### config.mk
export PLATFORM = sky130hd
export DESIGN_NAME = mem_bus_arbiter_flat
export DESIGN_NICKNAME = d
export VERILOG_FILES = /design/src/rtl/mem_bus_pkg.sv /design/src/rtl/mem_bus_arbiter_if.sv /design/src/rtl/mem_region_decode.sv /design/src/rtl/mem_bus_arbiter.sv /design/src/flat_wrapper.sv
export SDC_FILE = /design/constraint.sdc
export NUM_CORES = 1
export LEC_CHECK = 0
export ABC_AREA = 1
export BUFFER_PORTS_ARGS = -buffer_cell sky130_fd_sc_hd__buf_4
export CAP_MARGIN = 40
export CORE_UTILIZATION = 35
export CTS_CLUSTER_SIZE = 25
export DETAILED_ROUTE_END_ITERATION = 8
export PLACE_DENSITY_LB_ADDON = 0.08
export SLEW_MARGIN = 10
export SYNTH_ARGS = -nofsm -noshare
export SYNTH_HDL_FRONTEND = slang
export SYNTH_SLANG_ARGS = --single-unit
### constraint.sdc
create_clock -name Clock -period 1.7 [get_ports Clock]
set_clock_uncertainty 0.05 [all_clocks]
set_input_delay 0.34 -clock Clock [delete_from_list [all_inputs] [get_ports Clock]]
set_output_delay 0.34 -clock Clock [all_outputs]
set_load 0.02 [all_outputs]
### src/rtl/mem_bus_pkg.sv
// mem_bus_pkg: shared definitions for the two-master memory bus.
// Contents: bus widths, region codes, master ids, FSM state and region
// encodings, and the packed request payload presented by each master.
package mem_bus_pkg;

  localparam int unsigned AW    = 16;
  localparam int unsigned DW    = 16;
  localparam int unsigned CNT_W = 2;

  localparam logic [3:0] REGION_RAM = 4'h0;
  localparam logic [3:0] REGION_LED = 4'h1;

  localparam logic M_CPU = 1'b0;
  localparam logic M_DMA = 1'b1;

  typedef enum logic {
    IDLE,
    READ
  } state_e;

  typedef enum logic [1:0] {
    RGN_RAM,
    RGN_LED,
    RGN_NONE
  } region_e;

  // Access request as presented by one master while req is high.
  typedef struct packed {
    logic          wr;
    logic [AW-1:0] addr;
    logic [DW-1:0] wdata;
  } bus_req_t;

endpackage

### src/rtl/mem_bus_arbiter_if.sv
// mem_bus_arbiter_if: bundles both master ports and the RAM/LED side.
// Modports: slave = arbiter view, master = masters + memory view.
interface mem_bus_arbiter_if;
  import mem_bus_pkg::*;

  logic          m0_req,    m1_req;
  logic          m0_wr,     m1_wr;
  logic [AW-1:0] m0_addr,   m1_addr;
  logic [DW-1:0] m0_wdata,  m1_wdata;
  logic          m0_gnt,    m1_gnt;
  logic          m0_rvalid, m1_rvalid;
  logic [DW-1:0] m0_rdata,  m1_rdata;
  logic [AW-1:0] mem_addr;
  logic [DW-1:0] mem_data;
  logic          mem_wren;
  logic          led_wren;
  logic [DW-1:0] mem_q;

  modport slave (
    input  m0_req, m1_req, m0_wr, m1_wr, m0_addr, m1_addr, m0_wdata, m1_wdata, mem_q,
    output m0_gnt, m1_gnt, m0_rvalid, m1_rvalid, m0_rdata, m1_rdata,
           mem_addr, mem_data, mem_wren, led_wren
  );

  modport master (
    output m0_req, m1_req, m0_wr, m1_wr, m0_addr, m1_addr, m0_wdata, m1_wdata, mem_q,
    input  m0_gnt, m1_gnt, m0_rvalid, m1_rvalid, m0_rdata, m1_rdata,
           mem_addr, mem_data, mem_wren, led_wren
  );

endinterface

### src/rtl/mem_region_decode.sv
// mem_region_decode: maps the top address nibble to RAM, LED or unmapped.
// Ports: region_bits = addr[15:12]; ram/led/unmapped = one-hot region flags.
module mem_region_decode
  import mem_bus_pkg::*;
(
  input  logic [3:0] region_bits,
  output logic       ram,
  output logic       led,
  output logic       unmapped
);

  assign ram      = (region_bits == REGION_RAM);
  assign led      = (region_bits == REGION_LED);
  assign unmapped = !(ram || led);

endmodule

### src/rtl/mem_bus_arbiter.sv
// mem_bus_arbiter: round-robin arbiter and sequencer for the shared memory bus.
// Ports: Clock, Clear (async, active-high), bus (slave view of
// mem_bus_arbiter_if carrying both masters and the RAM/LED side).
// RD_LAT (1..3) is the RAM read latency in cycles.
module mem_bus_arbiter
  import mem_bus_pkg::*;
#(
  parameter int unsigned RD_LAT = 1
) (
  input  logic               Clock,
  input  logic               Clear,
  mem_bus_arbiter_if.slave   bus
);

  state_e           state, state_n;
  logic [CNT_W-1:0] cnt, cnt_n;
  logic             last, last_n;
  logic [AW-1:0]    lat_addr, lat_addr_n;
  logic             lat_id, lat_id_n;
  region_e          lat_rgn, lat_rgn_n;

  bus_req_t         r0, r1, win;
  logic             win_id;
  logic             dec_ram, dec_led, dec_unm;
  region_e          win_rgn;
  logic             rd_done;
  logic [DW-1:0]    rd_data;

  assign r0 = '{wr: bus.m0_wr, addr: bus.m0_addr, wdata: bus.m0_wdata};
  assign r1 = '{wr: bus.m1_wr, addr: bus.m1_addr, wdata: bus.m1_wdata};

  // Winner: the lone requester, or the master not granted last time.
  always_comb begin
    win_id = M_CPU;
    if (bus.m0_req && bus.m1_req) win_id = ~last;
    else if (bus.m1_req)          win_id = M_DMA;
  end

  assign win = (win_id == M_DMA) ? r1 : r0;

  mem_region_decode u_decode (
    .region_bits (win.addr[AW-1 -: 4]),
    .ram         (dec_ram),
    .led         (dec_led),
    .unmapped    (dec_unm)
  );

  assign win_rgn = dec_unm ? RGN_NONE : (dec_led ? RGN_LED : RGN_RAM);

  // LED is write-only; only RAM reads return data.
  assign rd_data = (lat_rgn == RGN_RAM) ? bus.mem_q : '0;
  assign rd_done = (state == READ) && (cnt == '0);

  // State register.
  always_ff @(posedge Clock or posedge Clear) begin
    if (Clear) begin
      state    <= IDLE;
      cnt      <= '0;
      last     <= 1'b1;
      lat_addr <= '0;
      lat_id   <= M_CPU;
      lat_rgn  <= RGN_RAM;
    end else begin
      state    <= state_n;
      cnt      <= cnt_n;
      last     <= last_n;
      lat_addr <= lat_addr_n;
      lat_id   <= lat_id_n;
      lat_rgn  <= lat_rgn_n;
    end
  end

  // Next state and bus outputs; a grant may overlap the final READ cycle.
  always_comb begin
    state_n       = state;
    cnt_n         = cnt;
    last_n        = last;
    lat_addr_n    = lat_addr;
    lat_id_n      = lat_id;
    lat_rgn_n     = lat_rgn;
    bus.m0_gnt    = 1'b0;
    bus.m1_gnt    = 1'b0;
    bus.m0_rvalid = 1'b0;
    bus.m1_rvalid = 1'b0;
    bus.m0_rdata  = '0;
    bus.m1_rdata  = '0;
    bus.mem_addr  = '0;
    bus.mem_data  = '0;
    bus.mem_wren  = 1'b0;
    bus.led_wren  = 1'b0;

    if (state == READ) begin
      bus.mem_addr = lat_addr;
      if (rd_done) begin
        state_n = IDLE;
        if (lat_id == M_CPU) begin
          bus.m0_rvalid = 1'b1;
          bus.m0_rdata  = rd_data;
        end else begin
          bus.m1_rvalid = 1'b1;
          bus.m1_rdata  = rd_data;
        end
      end else begin
        cnt_n = cnt - CNT_W'(1);
      end
    end

    // Clear holds every strobe low even if a master is requesting.
    if (!Clear && (state == IDLE || rd_done) && (bus.m0_req || bus.m1_req)) begin
      if (win_id == M_CPU) bus.m0_gnt = 1'b1;
      else                 bus.m1_gnt = 1'b1;
      bus.mem_addr = win.addr;
      bus.mem_data = win.wdata;
      last_n       = win_id;
      lat_addr_n   = win.addr;
      lat_id_n     = win_id;
      lat_rgn_n    = win_rgn;
      if (win.wr) begin
        bus.mem_wren = dec_ram;
        bus.led_wren = dec_led;
        state_n      = IDLE;
      end else begin
        state_n = READ;
        cnt_n   = CNT_W'(RD_LAT - 1);
      end
    end
  end

endmodule
### src/flat_wrapper.sv
// flat-port wrapper written by rule: the top's interface ports become plain ports
module mem_bus_arbiter_flat import mem_bus_pkg::*;
#(
  parameter int unsigned RD_LAT = 1
)
  (Clock, Clear, bus_m0_req, bus_m1_req, bus_m0_wr, bus_m1_wr, bus_m0_addr, bus_m1_addr, bus_m0_wdata, bus_m1_wdata, bus_mem_q, bus_m0_gnt, bus_m1_gnt, bus_m0_rvalid, bus_m1_rvalid, bus_m0_rdata, bus_m1_rdata, bus_mem_addr, bus_mem_data, bus_mem_wren, bus_led_wren);
  mem_bus_arbiter_if bus_i ();
  input  logic Clock;
  input  logic Clear;
  input wire logic [$bits(bus_i.m0_req)-1:0] bus_m0_req;
  input wire logic [$bits(bus_i.m1_req)-1:0] bus_m1_req;
  input wire logic [$bits(bus_i.m0_wr)-1:0] bus_m0_wr;
  input wire logic [$bits(bus_i.m1_wr)-1:0] bus_m1_wr;
  input wire logic [$bits(bus_i.m0_addr)-1:0] bus_m0_addr;
  input wire logic [$bits(bus_i.m1_addr)-1:0] bus_m1_addr;
  input wire logic [$bits(bus_i.m0_wdata)-1:0] bus_m0_wdata;
  input wire logic [$bits(bus_i.m1_wdata)-1:0] bus_m1_wdata;
  input wire logic [$bits(bus_i.mem_q)-1:0] bus_mem_q;
  output wire logic [$bits(bus_i.m0_gnt)-1:0] bus_m0_gnt;
  output wire logic [$bits(bus_i.m1_gnt)-1:0] bus_m1_gnt;
  output wire logic [$bits(bus_i.m0_rvalid)-1:0] bus_m0_rvalid;
  output wire logic [$bits(bus_i.m1_rvalid)-1:0] bus_m1_rvalid;
  output wire logic [$bits(bus_i.m0_rdata)-1:0] bus_m0_rdata;
  output wire logic [$bits(bus_i.m1_rdata)-1:0] bus_m1_rdata;
  output wire logic [$bits(bus_i.mem_addr)-1:0] bus_mem_addr;
  output wire logic [$bits(bus_i.mem_data)-1:0] bus_mem_data;
  output wire logic [$bits(bus_i.mem_wren)-1:0] bus_mem_wren;
  output wire logic [$bits(bus_i.led_wren)-1:0] bus_led_wren;
  assign bus_i.m0_req = bus_m0_req;
  assign bus_i.m1_req = bus_m1_req;
  assign bus_i.m0_wr = bus_m0_wr;
  assign bus_i.m1_wr = bus_m1_wr;
  assign bus_i.m0_addr = bus_m0_addr;
  assign bus_i.m1_addr = bus_m1_addr;
  assign bus_i.m0_wdata = bus_m0_wdata;
  assign bus_i.m1_wdata = bus_m1_wdata;
  assign bus_i.mem_q = bus_mem_q;
  assign bus_m0_gnt = bus_i.m0_gnt;
  assign bus_m1_gnt = bus_i.m1_gnt;
  assign bus_m0_rvalid = bus_i.m0_rvalid;
  assign bus_m1_rvalid = bus_i.m1_rvalid;
  assign bus_m0_rdata = bus_i.m0_rdata;
  assign bus_m1_rdata = bus_i.m1_rdata;
  assign bus_mem_addr = bus_i.mem_addr;
  assign bus_mem_data = bus_i.mem_data;
  assign bus_mem_wren = bus_i.mem_wren;
  assign bus_led_wren = bus_i.led_wren;
  mem_bus_arbiter #(.RD_LAT(RD_LAT)) u_core (.Clock(Clock), .Clear(Clear), .bus(bus_i));
endmodule
# ---- After elaboration in Yosys (flattened, before gate mapping)
# Cells that the tools add are included.
dict set report word_totals {
  reg_bits 23
  latch_bits 0
  ramBits 0
  rom_bits 0
  inputBits 86
  out_inout_bits 70
  wordCells 58
  n_memories 0
}
dict set report classes {
  add_sub_neg 1
  mul 0
  div_mod_pow 0
  order_cmp 0
  n_eq_ne 1
  shifts 0
  muxes 37
  bitwise_logic 2
  reduce_logical 11
}
# operator n
set op_table {}
lappend op_table {{two-way mux 16 bit} 10}
lappend op_table {{two-way mux 33 bit} 1}
lappend op_table {{two-way mux 1 bit} 21}
lappend op_table {{two-way mux 2 bit} 5}
lappend op_table {{== test 4 x 1 -> 1 bit (second input constant)} 1}
lappend op_table {{logical AND 1 bit} 4}
lappend op_table {{logical NOT 2 bit} 2}
lappend op_table {{logical NOT 4 bit} 1}
lappend op_table {{logical OR 1 bit} 3}
lappend op_table {{NOT 1 bit} 2}
lappend op_table {{subtractor 2 x 1 -> 2 bit (second input constant)} 1}
lappend op_table {{logical NOT 1 bit} 1}

# ---- Depth between registers and ports, before layout
dict set report depth {
  ltp_word 6
  depth_mapped 11
  ltp_nobuf 10
}

# ---- Hierarchy
# Synthesis repeated with hierarchy kept, for this count alone.
dict set report unflattened {
  hier_cells 332
  area_unflattened_um2 1976.9
}
# module instances cells_each area_each_um2 seq_area_each_um2
set by_module_without_submodules {}
lappend by_module_without_submodules {mem_bus_arbiter 1 322 1933.1 576.8}
lappend by_module_without_submodules {mem_region_decode 1 10 43.8 0.0}

# ---- Worst setup path before layout
# No wires, ideal clock.
dict set report synth_timing {
  kind {register to output}
  from {reg u_core.cnt[0]}
  to {out bus_m1_rdata[10]}
  t_arrival_ns 1.655
  required_time_ns 1.310
  path_slack_ns -0.345
  stages_incl_launch_ff 8
  n_path_buf 1
  cell_sequence {dfrtp_1 -> inv_1 -> ha_1 -> nand2_1 -> nor2_1 -> inv_1 -> clkbuf_1 -> nor2_1}
}
dict set report synth_via {
  elab_chain_len 4
}
# item line_no
set synth_lines {}
lappend synth_lines {{start: declaration} mem_bus_arbiter.sv:16} ;# logic [CNT_W-1:0] cnt, cnt_n;
lappend synth_lines {{start signal: assignment} mem_bus_arbiter.sv:65} ;# cnt <= cnt_n;
lappend synth_lines {{logical NOT 2 bit} mem_bus_arbiter.sv:52} ;# assign rd_done = (state == READ) && (cnt == '0);
lappend synth_lines {{logical AND 1 bit} mem_bus_arbiter.sv:52}
lappend synth_lines {{two-way mux 16 bit} mem_bus_arbiter.sv:94} ;# if (rd_done) begin
lappend synth_lines {{two-way mux 16 bit} mem_bus_arbiter.sv:92} ;# if (state == READ) begin
lappend synth_lines {{end: declaration} flat_wrapper.sv:24} ;# output wire logic [$bits(bus_i.m1_rdata)-1:0] bus_m1_rdata;
# No other way between the ends.

# ---- Worst setup path in the final report
dict set report layout_timing {
  from {reg u_core.last}
  to {out bus_mem_data[14]}
}
dict set report layout_via {
  elab_chain_len 4
}
# item line_no
set layout_lines {}
lappend layout_lines {{start: declaration} mem_bus_arbiter.sv:17} ;# logic last, last_n;
lappend layout_lines {{start signal: assignment} mem_bus_arbiter.sv:66} ;# last <= last_n;
lappend layout_lines {{NOT 1 bit} mem_bus_arbiter.sv:35} ;# if (bus.m0_req && bus.m1_req) win_id = ~last;
lappend layout_lines {{two-way mux 1 bit} mem_bus_arbiter.sv:35}
lappend layout_lines {{two-way mux 33 bit} mem_bus_arbiter.sv:39} ;# assign win = (win_id == M_DMA) ? r1 : r0;
lappend layout_lines {{two-way mux 16 bit} mem_bus_arbiter.sv:109} ;# if (!Clear && (state == IDLE || rd_done) && (bus.m0_req || bus.m1_req)) begin
lappend layout_lines {{end: declaration} flat_wrapper.sv:26} ;# output wire logic [$bits(bus_i.mem_data)-1:0] bus_mem_data;
# No other way between the ends.

==> out/metrics.csv <==
stage,metric,value,unit
floorplan,CORE AREA,0.004880,mm²
placed_design,post-DP HPWL,5520,µm
critical_path,R2R setup slack,-0.28,ns
logic_synthesis,synth top area cells,"nand2_1 36%, dfrtp_1 30%, nor2_1 8.0%, o21ai_0 4.4%, inv_1 3.3%",
global_route,initial antenna violation count,0,
detailed_routing,via density per instance,5.279,
detailed_routing,Iteration-0 DRC Markers,211,
floorplan,width of the die,74.15,µm
status,status,finished with violations,
clock_tree,CTS tree,built,
pwr,internal power,1.391,mW
cells_and_area,share of layout cells above drive strength 1,0.6615,
detailed_routing,remaining antenna violation count,0,
pwr,Psw,0.9569,mW
critical_path,critical path class,reg -> out,
pwr,Worst VDD drop,0.7254,mV
pwr,Sw Share,0.4075,
clock_tree,total CTS buffers,3,
critical_path,critical path data required time,1.31,ns
critical_path,crit path launch type,register,
cells_and_area,Reg area,576.8,µm²
cells_and_area,final net count,605,
job,max_cap viols,0,
pwr,Reg power frac,0.280,
logic_synthesis,register area share after synthesis,0.3166,
clock_tree,Max Root-Sink Buffers,2,
floorplan,die height,74.15,µm
cells_and_area,Layout Cell Area excl Fill,0.004507,mm²
hold_path,Hold Crit Class,in -> async,
clock_tree,hold_buf cts,0,
logic_synthesis,cell count after synthesis,312,
global_route,first-pass GRT wire length,14310,µm
clock_tree,Worst-Skew Late Latency,0.27,ns
floorplan,# rows,25,
sta,Final Hold Fails,0,
clock_tree,Root Driver,clkbuf_8,
clock_tree,CTS Sinks,23,
logic_synthesis,"area leader, netlist",nand2_1,
global_route,Total GRT Usage,0.3447,
sta,Setup-failing EPs final,72,
logic_synthesis,syn_area_per_cell,5.839,µm²
status,failing checks,negative setup slack,
critical_path,Worst Setup SP,u_core.last$_DFFE_PP1P_,
logic_synthesis,Synth Cell Area,0.001822,mm²
critical_path,"critical path fanouts, max",17,
detailed_routing,DRT Pass-1 Iters,5,
cells_and_area,Multi-input gate area,0.001677,mm²
critical_path,r2r endpoint,u_core.lat_addr[0]$_DFFE_PP0P_,
sta,RSZ-0062 raised after global routing,yes,
sta,Pins Over Slew Limit,0,
placed_design,Cells after DPL,549,
critical_path,worst-case reg-to-reg path depth,12,
critical_path,CP endpoint,bus_mem_data[14],
detailed_routing,via count,3083,
placed_design,Placer Congestion,0.8502,
floorplan,Starting Density,0.3733,
cells_and_area,"non-filler cells, final",584,
critical_path,crit path DAT,1.71,ns
clock_tree,htree depth,1,
pwr,overall power,2.348,mW
cells_and_area,ANT cells,0,
pwr,Power Dens Cells,521.0,mW/mm²
global_route,number of global-route vias before repair,2908,
floorplan,die area,0.005497,mm²
detailed_routing,Post-route DRC,0,
clock_tree,Clock transition at path regs,0.09,ns
sta,Worst Max-Slew Pin Slew,0.5200,ns
sta,final setup margin,-0.3961,ns
placed_design,number of I/O port buffers,155,
logic_synthesis,post-synthesis net count,399,
logic_synthesis,Yosys reg bits,23,
logic_synthesis,synth warn,0,
pwr,Comb pwr share,0.574,
detailed_routing,Post-Route WL,10790,µm
global_route,total grt overflow,0,
pwr,Leakage,2.303,nW
sta,Slew HR,0.6530,
sta,Tcrit/Tclk final,1.233,
logic_synthesis,top cell type's share of synthesized area,0.3606,
sta,setup_tns,-23.81,ns
cells_and_area,Layout fillers,174,
pwr,clock share of power,0.146,
placed_design,placed inst area,0.003563,mm²
sta,Max Freq,477.1,MHz
critical_path,Worst Setup End Kind,output pin,
critical_path,reg2reg start,u_core.last$_DFFE_PP1P_,
floorplan,total I/O pin count,156,
detailed_routing,wire length per cell,18.47,µm
cells_and_area,synth-to-layout area growth,147.4,%
global_route,largest net degree at the start of global routing,18,
sta,fin crit period,2.096,ns
logic_synthesis,Netlist cell types,25,
==> cell usage after synthesis <==
cell	n
nor3_1	2
dfstp_2	1
nand2_4	1
dfrtp_1	22
nand2_2	3
nand3b_1	3
nor2_4	3
nand3_1	6
nor2_2	1
xor2_1	1
nor2_1	39
inv_2	2
or2_2	1
a21oi_1	1
inv_1	16
buf_6	5
o21ai_0	16
buf_2	4
ha_1	1
o21ai_1	2
buf_4	2
clkbuf_1	3
inv_4	1
nand3_2	1
nand2_1	175
==> power by group through the flow <==
| stage | Clock, mW | Combinational (mW) | Sequential, mW |
|---|---|---|---|
| after detailed placement | 0 | 0.971 | 0.653 |
| final | 0.343 | 1.35 | 0.658 |
| after CTS | 0.345 | 1.21 | 0.650 |
| after global placement | 0 | 0.955 | 0.649 |
| after floorplan | 0 | 0.555 | 0.645 |
| after global routing | 0.370 | 1.42 | 0.662 |
==> metal layers <==
layer	global-route usage	vias to the layer above	part of all wire
li1	-	1362	-
met1	0.3677	1438	0.33
met2	0.6909	217	0.54
met3	0.03794	66	0.083
met4	0.1175	0	0.052
met5	0	-	0
==> worst max-delay path: stages, from the launching register on <==
cell     delay, ns
dfstp_2       0.57
nand2_4       0.11
nand2_8       0.13
inv_8         0.06
nor2_4        0.12
buf_12        0.16
nand2_1       0.08
nand2_2       0.09
buf_6         0.12
==> sequential cells by signal (all words and copies together), names as in the netlist <==
| register | flops |
|---|---|
| u_core.cnt | 2 |
| u_core.last | 1 |
| u_core.lat_addr | 16 |
| u_core.lat_id | 1 |
| u_core.lat_rgn | 2 |
| u_core.state | 1 |
==> logic make-up after synthesis <==
family | synth area share
AOI/OAI and AO/OA | 0.05220
xor gates and xnor gates | 0.004809
adders and majority gates | 0.006867
buffers and inverters | 0.09684
DFF | 0.3166
and+or+nand+nor | 0.5227
==> layout make-up <==
class | instances | area share
sequential | 23 | 0.1280
clock inverter | 1 | 0.001110
timing repair buffer | 211 | 0.4423
inverter | 19 | 0.02304
multi-input combinational | 257 | 0.3720
clock buffer | 3 | 0.009162
tap | 67 | 0.01860
timing repair inverter | 3 | 0.005830
==> placed cells by master (no fill, tap or decap), types with 4 or more instances in the layout <==
cell type,count
nand2_4,12
buf_4,124
nand2_1,130
nand2_2,35
dfrtp_1,22
inv_2,4
nor2_4,40
inv_8,4
buf_6,77
o21ai_2,16
inv_1,10
buf_12,7
==> worst min-delay path by stage <==
| stage | start | end | slack [ns] | depth (start not counted) |
|---|---|---|---|---|
| after floorplan | Clear | u_core.cnt[0]$_DFF_PP0_ | 0.29 | 1 |
| after global placement | Clear | u_core.lat_addr[14]$_DFFE_PP0P_ | 0.39 | 2 |
| after detailed placement | Clear | u_core.lat_addr[14]$_DFFE_PP0P_ | 0.40 | 2 |
| after CTS | Clear | u_core.lat_addr[6]$_DFFE_PP0P_ | 0.11 | 2 |
| after global routing | Clear | u_core.lat_addr[9]$_DFFE_PP0P_ | 0.12 | 2 |
| final | Clear | u_core.lat_addr[6]$_DFFE_PP0P_ | 0.08 | 2 |
==> per-stage QoR <==
step                      hold slack [ns]  setup slack (ns)    util
after floorplan                    0.2912         -0.001459       -
after global routing               0.1157           -0.4692  0.9236
after CTS                          0.1069           -0.3120  0.8874
final                             0.08246           -0.3961  0.9236
after global placement             0.3877          -0.06176  0.7303
after detailed placement           0.3971          -0.09920  0.7303
==> repair_timing <==
| item | in CTS | in global routing |
|---|---|---|
| pin swaps | 16 | 15 |
| gates resized for setup | 144 | 41 |
| buffers inserted | 24 | 5 |
| endpoints found under the setup margin | 69 | 74 |
| gates cloned | 5 | 1 |
(Power assumes the default switching activity.)
